## src/rtl/activation_write_sequencer_pkg.sv

```systemverilog
// Shared encodings for the activation write sequencer and its bank/row counter.
package activation_write_sequencer_pkg;

    typedef enum logic [1:0] {
        IDLE  = 2'd0,
        WRITE = 2'd1,
        DONE  = 2'd2
    } state_e;

    localparam logic MODE_INTERLEAVE = 1'b0;
    localparam logic MODE_BROADCAST  = 1'b1;

    // A single bank still needs a one-bit index.
    function automatic int bank_width(input int n);
        return (n > 1) ? $clog2(n) : 1;
    endfunction

endpackage

```

## src/rtl/activation_write_sequencer_if.sv

```systemverilog
// Valid/ready activation word stream from the loader into the write sequencer.
interface activation_write_sequencer_if #(
    parameter int DATA_WIDTH = 8
);
    logic                  s_valid;
    logic [DATA_WIDTH-1:0] s_data;
    logic                  s_ready;

    modport master (output s_valid, output s_data, input s_ready);
    modport slave  (input s_valid, input s_data, output s_ready);
endinterface

```

## src/rtl/activation_write_sequencer_bank_row_counter.sv

```systemverilog
// Mod-BRAM_COUNT bank counter carrying into a row counter; broadcast steps the row directly.
module bank_row_counter
    import activation_write_sequencer_pkg::*;
#(
    parameter int BRAM_COUNT = 5,
    parameter int ADDR_WIDTH = 4,
    localparam int BANK_W    = bank_width(BRAM_COUNT)
) (
    input  logic                  clk,
    input  logic                  rst,
    input  logic                  clear,
    input  logic                  step,
    input  logic                  broadcast,
    output logic [BANK_W-1:0]     bank,
    output logic [ADDR_WIDTH-1:0] row
);

    logic [BANK_W-1:0]     bank_q, bank_d;
    logic [ADDR_WIDTH-1:0] row_q, row_d;

    always_comb begin
        bank_d = bank_q;
        row_d  = row_q;
        if (clear) begin
            bank_d = '0;
            row_d  = '0;
        end else if (step) begin
            if (broadcast) begin
                row_d = row_q + ADDR_WIDTH'(1);
            end else if (bank_q == BANK_W'(BRAM_COUNT - 1)) begin
                bank_d = '0;
                row_d  = row_q + ADDR_WIDTH'(1);
            end else begin
                bank_d = bank_q + BANK_W'(1);
            end
        end
    end

    always_ff @(posedge clk) begin
        if (rst) begin
            bank_q <= '0;
            row_q  <= '0;
        end else begin
            bank_q <= bank_d;
            row_q  <= row_d;
        end
    end

    assign bank = bank_q;
    assign row  = row_q;

endmodule

```

## src/rtl/activation_write_sequencer.sv

```systemverilog
// Turns an activation word stream into per-BRAM write pulses with a shared address and data bus.
module activation_write_sequencer
    import activation_write_sequencer_pkg::*;
#(
    parameter int ADDR_WIDTH = 4,
    parameter int DATA_WIDTH = 8,
    parameter int BRAM_COUNT = 5,
    parameter int LEN_WIDTH  = 8
) (
    input  logic                  clk,
    input  logic                  rst,
    input  logic                  start,
    input  logic                  mode,
    input  logic [ADDR_WIDTH-1:0] base_addr,
    input  logic [LEN_WIDTH-1:0]  length,
    activation_write_sequencer_if.slave stream,
    output logic [BRAM_COUNT-1:0] en_bus,
    output logic [ADDR_WIDTH-1:0] w_addr,
    output logic [DATA_WIDTH-1:0] data_in,
    output logic                  busy,
    output logic                  done
);

    localparam int BANK_W = bank_width(BRAM_COUNT);

    state_e                state_q, state_d;
    logic                  mode_q, mode_d;
    logic [ADDR_WIDTH-1:0] base_q, base_d;
    logic [LEN_WIDTH-1:0]  len_q, len_d;
    logic [LEN_WIDTH-1:0]  cnt_q, cnt_d;
    logic [BRAM_COUNT-1:0] en_q, en_d;
    logic [ADDR_WIDTH-1:0] addr_q, addr_d;
    logic [DATA_WIDTH-1:0] data_q, data_d;
    logic                  clear;
    logic                  ready;
    logic                  hs;
    logic [BANK_W-1:0]     bank;
    logic [ADDR_WIDTH-1:0] row;
    logic [BRAM_COUNT-1:0] onehot;

    // Gating with rst keeps a word from being taken on the very edge that aborts the transfer.
    assign ready        = (state_q == WRITE) && (cnt_q < len_q) && !rst;
    assign hs           = stream.s_valid && ready;
    assign stream.s_ready = ready;

    bank_row_counter #(
        .BRAM_COUNT (BRAM_COUNT),
        .ADDR_WIDTH (ADDR_WIDTH)
    ) u_bank_row (
        .clk       (clk),
        .rst       (rst),
        .clear     (clear),
        .step      (hs),
        .broadcast (mode_q == MODE_BROADCAST),
        .bank      (bank),
        .row       (row)
    );

    always_comb begin
        state_d = state_q;
        mode_d  = mode_q;
        base_d  = base_q;
        len_d   = len_q;
        cnt_d   = cnt_q;
        clear   = 1'b0;
        case (state_q)
            IDLE: begin
                if (start) begin
                    mode_d  = mode;
                    base_d  = base_addr;
                    len_d   = length;
                    cnt_d   = '0;
                    clear   = 1'b1;
                    state_d = (length == '0) ? DONE : WRITE;
                end
            end
            WRITE: begin
                if (hs) begin
                    cnt_d = cnt_q + LEN_WIDTH'(1);
                    if (cnt_q + LEN_WIDTH'(1) == len_q) state_d = DONE;
                end
            end
            DONE:    state_d = IDLE;
            default: state_d = IDLE;
        endcase
    end

    always_comb begin
        onehot = '0;
        for (int i = 0; i < BRAM_COUNT; i++) onehot[i] = (bank == BANK_W'(i));
    end

    always_comb begin
        en_d   = '0;
        addr_d = addr_q;
        data_d = data_q;
        if (hs) begin
            en_d   = (mode_q == MODE_BROADCAST) ? '1 : onehot;
            addr_d = base_q + row;
            data_d = stream.s_data;
        end
    end

    always_ff @(posedge clk) begin
        if (rst) begin
            state_q <= IDLE;
            mode_q  <= MODE_INTERLEAVE;
            base_q  <= '0;
            len_q   <= '0;
            cnt_q   <= '0;
            en_q    <= '0;
            addr_q  <= '0;
            data_q  <= '0;
        end else begin
            state_q <= state_d;
            mode_q  <= mode_d;
            base_q  <= base_d;
            len_q   <= len_d;
            cnt_q   <= cnt_d;
            en_q    <= en_d;
            addr_q  <= addr_d;
            data_q  <= data_d;
        end
    end

    assign en_bus  = en_q;
    assign w_addr  = addr_q;
    assign data_in = data_q;
    assign busy    = (state_q != IDLE);
    assign done    = (state_q == DONE);

endmodule

```

## src/flat_wrapper.sv

```systemverilog
// flat-port wrapper written by rule: the top's interface ports become plain ports
module activation_write_sequencer_flat import activation_write_sequencer_pkg::*;
#(
    parameter int ADDR_WIDTH = 4,
    parameter int DATA_WIDTH = 8,
    parameter int BRAM_COUNT = 5,
    parameter int LEN_WIDTH  = 8
)
  (clk, rst, start, mode, base_addr, length, en_bus, w_addr, data_in, busy, done, stream_s_valid, stream_s_data, stream_s_ready);
  activation_write_sequencer_if #(.DATA_WIDTH(DATA_WIDTH)) stream_i ();
  input  logic clk;
  input  logic rst;
  input  logic start;
  input  logic mode;
  input  logic [ADDR_WIDTH-1:0] base_addr;
  input  logic [LEN_WIDTH-1:0] length;
  output logic [BRAM_COUNT-1:0] en_bus;
  output logic [ADDR_WIDTH-1:0] w_addr;
  output logic [DATA_WIDTH-1:0] data_in;
  output logic busy;
  output logic done;
  input wire logic [$bits(stream_i.s_valid)-1:0] stream_s_valid;
  input wire logic [$bits(stream_i.s_data)-1:0] stream_s_data;
  output wire logic [$bits(stream_i.s_ready)-1:0] stream_s_ready;
  assign stream_i.s_valid = stream_s_valid;
  assign stream_i.s_data = stream_s_data;
  assign stream_s_ready = stream_i.s_ready;
  activation_write_sequencer #(.ADDR_WIDTH(ADDR_WIDTH), .DATA_WIDTH(DATA_WIDTH), .BRAM_COUNT(BRAM_COUNT), .LEN_WIDTH(LEN_WIDTH)) u_core (.clk(clk), .rst(rst), .start(start), .mode(mode), .base_addr(base_addr), .length(length), .stream(stream_i), .en_bus(en_bus), .w_addr(w_addr), .data_in(data_in), .busy(busy), .done(done));
endmodule
```

## config.mk

```make
export PLATFORM = sky130hd
export DESIGN_NAME = activation_write_sequencer_flat
export DESIGN_NICKNAME = d
export VERILOG_FILES = /design/src/rtl/activation_write_sequencer_pkg.sv /design/src/rtl/activation_write_sequencer_if.sv /design/src/rtl/activation_write_sequencer_bank_row_counter.sv /design/src/rtl/activation_write_sequencer.sv /design/src/flat_wrapper.sv
export SDC_FILE = /design/constraint.sdc
export NUM_CORES = 1
export LEC_CHECK = 0
export CAP_MARGIN = 20
export CORE_AREA = 2 2 80 67
export DETAILED_ROUTE_END_ITERATION = 8
export DIE_AREA = 0 0 82 69
export PLACE_DENSITY = 0.84
export SLEW_MARGIN = 10
export SYNTH_ARGS = -nofsm -noshare
export SYNTH_HDL_FRONTEND = slang
export SYNTH_HIERARCHICAL = 1
export SYNTH_SLANG_ARGS = --single-unit
```

## constraint.sdc

```tcl
create_clock -name clk -period 4.25 [get_ports clk]
set_input_delay 0.85 -clock clk [delete_from_list [all_inputs] [get_ports clk]]
set_output_delay 0.85 -clock clk [all_outputs]
set_load 0.01 [all_outputs]
```

# == Yosys cells after proc, flatten, opt, wreduce, memory -nomap -nowiden ==
# Cells that the tools add are included.
# op_classes
n_addsub,4
eq_ne,10
magnitude_cmp,1
n_mul,0
n_div,0
shifts,0
bitwise_logic,2
mux,14
n_reduce_logical,17
# ops
operator,n
8-bit 2-to-1 mux,2
8-bit case mux with 2 select lines,1
"8-bit by 1-bit adder with 8-bit output, second input constant",1
8-bit == test,1
8-bit zero test,1
8-bit < comparator,1
2-bit 2-to-1 mux,4
4-bit 2-to-1 mux,2
"3-bit by 2-bit == test with 1-bit output, second input constant",2
2-bit AND reduction,3
3-bit AND reduction,2
2-bit nonzero test,3
5-bit 2-to-1 mux,1
"4-bit by 1-bit adder with 4-bit output, second input constant",1
4-bit adder,1
"2-bit inequality test, second input constant",2
2-bit case mux with 2 select lines,1
2-bit OR reduction,2
"3-bit by 1-bit adder with 3-bit output, second input constant",1
"3-bit by 1-bit == test with 1-bit output, second input constant",1
"3-bit == test, second input constant",1
1-bit logical AND,3
3-bit zero test,1
3-bit 2-to-1 mux,1
7 further kinds,9
# word_totals
latchBits,0
wordCells,58
output_inout_bits,20
inputBits,25
romBits,0
mem_bits_rw,0
ff_bits,47
n_memories,0

# == Depth between registers and ports, before layout ==
# depth
word_depth,6
ltp_mapped,12
mapped_depth_nobuf,10

# == Modules after synthesis ==
# The synthesis kept the hierarchy.
# modules_own_cells
mod,area_each_um2,seq_area_each_um2,n_inst,cells_per_inst
activation_write_sequencer,2108.3,800.8,1,256
bank_row_counter,344.1,140.1,1,40

# == Least setup slack after synthesis ==
# Ideal clock, no wire load.
# synth_timing
kind,input-to-reg
start,in rst
end,"reg u_core.u_bank_row.bank_q[2], in the netlist u_core/u_bank_row/bank[2]"
required_ns,4.180
setup_ns,0.070
path_buffers,3
cell_stages,11
path_slack_ns,1.618
t_arrival_ns,2.562
path_cell_list,clkbuf_1 > nor2_2 > nand4_4 > a21o_1 > o21a_1 > buf_6 > inv_6 > buf_2 > nand2b_2 > or3b_1 > a21oi_1
# synth_via
elab_chain_cells,4
word_cells_on_any_way,5
cone_classes,5 x reduce/logical
# synth_rtl
element,line,source
"start, declared",flat_wrapper.sv:12,input logic rst;
1-bit zero test,activation_write_sequencer.sv:42,assign ready = (state_q == WRITE) && (cnt_q < len_q) && !rst;
1-bit logical AND,activation_write_sequencer.sv:42,
1-bit logical AND,activation_write_sequencer.sv:43,assign hs = stream.s_valid && ready;
via u_core.hs,activation_write_sequencer.sv:36,logic hs;
2-bit AND reduction (no source line),n/a,
"end signal, assigned",activation_write_sequencer_bank_row_counter.sv:44,bank_q <= bank_d;
"end, declared",activation_write_sequencer_bank_row_counter.sv:18,"logic [BANK_W-1:0] bank_q, bank_d;"
# The timed path passes the listed nets, and every way through them passes these cells.
# A chain may end at the register's enable or synchronous reset.

# == Final worst setup path ==
# layout_timing
start,in rst
end,out stream_s_ready
# layout_via
elab_chain_cells,2
# layout_rtl
element,line,source
1-bit zero test,activation_write_sequencer.sv:42,
1-bit logical AND,activation_write_sequencer.sv:42,
"end, declared",flat_wrapper.sv:24,output wire logic [$bits(stream_i.s_ready)-1:0] stream_s_ready;
# Every way passes these cells.

==> metrics.md <==
| Metric | Value |
|---|---|
| Status | `complete, no violations` |
| First-pass GRT wire length | `9114 um` |
| Most common cell after layout, fill and taps aside | `nand2_1` |
| Peak VDD IR | `between 100 and 150 uV` |
| Static leakage | `roughly 1.1 nW` |
| Routed len/inst | `around 13 um` |
| CTS tree | `built` |
| Setup Viol. Count Final | `0` |
| Post-Place Cell Area | `2888 um^2` |
| Cell type with the largest total area after synthesis | `dfxtp_1` |
| DR pass1 iterations | `4` |
| Port bufs | `44` |
| Metal3 WL | `between 300 and 400 um` |
| Clock Skews | `0.007632 ns` |
| Final global-route overflow total | `0` |
| Power per standard cell area | `slightly above 300 nW/um^2` |
| Syn_nets | `roughly 340` |
| Via count | `2149` |
| Full die area | `5658 um^2` |
| Core area | `4835 um^2` |
| CP Launch Type | `primary input` |
| FFs w/ async S/R, synth | `0` |
| Tot Pwr | `0.0009267 W` |
| Synth Register Bits | `between 40 and 50` |
| Worst Path Required | `approximately 3.4 ns` |
| Post-Syn Area | `approximately 2500 um^2` |
| Vias in the first global route | `2082` |
| Worst-Skew Late Latency | `about 0.3 ns` |
| Placer Congestion | `a little over 0.8` |
| Share of post-route cells with drive strength above 1 | `0.07485` |
| Crit end category | `output pin` |
| Diode count | `0` |
| Fin. max-slew vios | `0` |
| Initial antenna violation count | `0` |
| Initial Util | `0.5072` |
| TNS Setup | `0 ns` |
| RSZ-0062 raised after global routing | `no` |
| Library cells used by synthesis | `50` |
| Tcrit/Tclk final | `0.7394` |
| Initial DRC count | `roughly 120` |
| CTS Buf Count | `5` |
| Clock Tree Buf Depth | `2` |
| Final Instance Area | `3004 um^2` |
| CP Class | `primary input to output pin` |
| Die Width | `82 um` |
| I/O pins | `45` |
| Max cap viols | `0` |
| Largest net degree at the start of global routing | `37` |
| DR DRC count | `0` |
| Post-cts resize count | `0` |
| Worst hold slack | `approximately 0.46 ns` |
| H-tree Lvls | `2` |
| EDFF count, synth | `0` |
| Setup repair bufs after CTS | `0` |
| Area fraction of the dominant cell type after synthesis | `0.3837` |
| Die Y | `between 60 and 70 um` |
| Most frequent cells in the layout | `nand2_1 (54), dfxtp_1 (47), clkdlybuf4s50_1 (44)` |
| P&R area growth vs syn | `22.50%` |
| Hold Path Stages | `2` |
| Min-Delay Path Class | `flip-flop to flip-flop` |
| GR Util All Layers | `0.2038` |
| Final WL | `5325 um` |
| Length in cells of the worst reg-to-reg path | `9` |
| Hold_buf cts | `0` |
| Row count | `23` |
| Top layer in use | `met4` |
| Highest clock rate | `~320 MHz` |
| Layout fillers | `412` |
| Clock root buffer | `clkbuf_8` |
| Ys flop type | `dfxtp_1` |
| WL met2 | `2397 um` |
| Minimum clock period | `3.143 ns` |
| CP Max Fanout | `2` |
| Hold Fails Final Rpt | `0` |
| Seq/Total Area, Yosys | `0.3837` |
| DP HPWL | `approximately 3800 um` |
| Syn Area/Cell | `just over 8 um^2` |
| CP Data Arrival Time | `about 2.3 ns` |
| Reg clk slew, reported paths | `approximately 0.08 ns` |
| NumNets Final | `around 370` |
| Vias/cell | `between 5 and 6` |
| Worst slew margin | `0.5562` |
| DRT antenna net count | `0` |
| Worst-margin pin slew | `around 0.67 ns` |
| Clock sink count | `47` |
| Synth top area cells | `dfxtp_1 (38%), nand2_1 (8.3%), a21oi_1 (7.8%), ha_1 (7.7%), inv_1 (3.2%)` |
| WL met1 | `2458 um` |
| Yosys warns | `6` |
| Synth Instances | `between 200 and 300` |
[path summary, 6_finish.rpt]
path	startpoint	end	slack (ns)
setup / recovery	rst	stream_s_ready	1.11
hold reg to reg	u_core/data_in[1]$_SDFFE_PP0P_	u_core/data_in[1]$_SDFFE_PP0P_	0.46
setup reg to reg	u_core/cnt_q[3]$_SDFFE_PP0P_	u_core/u_bank_row/bank[2]$_SDFFE_PP0P_	1.57
hold / removal	u_core/data_in[1]$_SDFFE_PP0P_	u_core/data_in[1]$_SDFFE_PP0P_	0.46
[layer usage]
metal  vias up  track usage
met5         -            0
met4         0      0.07963
met3         7      0.03927
met2        71       0.3180
met1       985       0.2750
li1       1086            -
[power by group]
part	switching (W)	internal [W]	total [W]
clock	0.000159	0.000178	0.000337
sequential	0.0000128	0.000454	0.000466
combinational	0.0000631	0.0000599	0.000123
total	0.000235	0.000692	0.000927
[critical path: stages]
cell and delay [ns]:
clkdlybuf4s50_1 0.46, nor2_2 0.17, nand3_1 0.09, a31oi_1 0.15, clkdlybuf4s50_1 0.56
[flip-flops by register name, summed over array words and instances, names as in the netlist]
signal and cells:
u_core/base_q 4, u_core/cnt_q 8, u_core/data_in 8, u_core/en_bus 5, u_core/len_q 8, u_core/mode_q 1, u_core/state_q 2, u_core/u_bank_row/bank 3
u_core/u_bank_row/row 4, u_core/w_addr 4
[cells by family (layout without fill, tap and decap cells)]
logic type,after synthesis,in the layout,synth area share
multiplexers,2,2,0.008164
flip-flops,47,47,0.3837
adder cells (fa/ha/maj),16,16,0.08469
XOR/XNOR,12,12,0.04286
buffers and inverters,37,75,0.07245
AND/OR/NAND/NOR,104,104,0.2066
AO/OA/AOI/OAI,78,78,0.2015
[stage by stage]
step,cells,utilization,worst slack [ns]
after global routing,396,0.6214,1.039
after detailed placement,388,0.5973,1.045
after floorplan,296,-,1.618
final,396,0.6214,1.107
after CTS,396,0.6214,1.101
after global placement,388,0.5973,1.074
[synth_stat cells (2+ instances only)]
master / n
or4_1: 2
or3_1: 4
clkbuf_1: 8
a311oi_1: 5
inv_1: 21
a41oi_1: 2
o21ai_0: 7
buf_6: 2
nand4_1: 5
a21oi_2: 2
o211ai_1: 2
dfxtp_1: 47
or2_2: 3
a21oi_1: 38
a211oi_1: 5
nor2_1: 17
a21o_1: 3
o22ai_1: 2
ha_1: 15
xnor2_1: 9
xor2_1: 3
nand2_1: 54
o21a_1: 2
mux2i_1: 2
nand3_1: 4
a31oi_1: 4
buf_2: 3
nand3b_1: 3
[layout make-up]
class | count | area [um^2] | area share
inverter | 22 | 87.58 | 0.02915
sequential | 47 | 940.9 | 0.3132
clock buffer | 5 | 68.82 | 0.02291
multi-input combinational | 212 | 1334 | 0.4440
clock inverter | 3 | 47.55 | 0.01583
timing repair buffer | 45 | 447.9 | 0.1491
tap | 62 | 77.57 | 0.02582
Power figures use the tool's default switching activity.
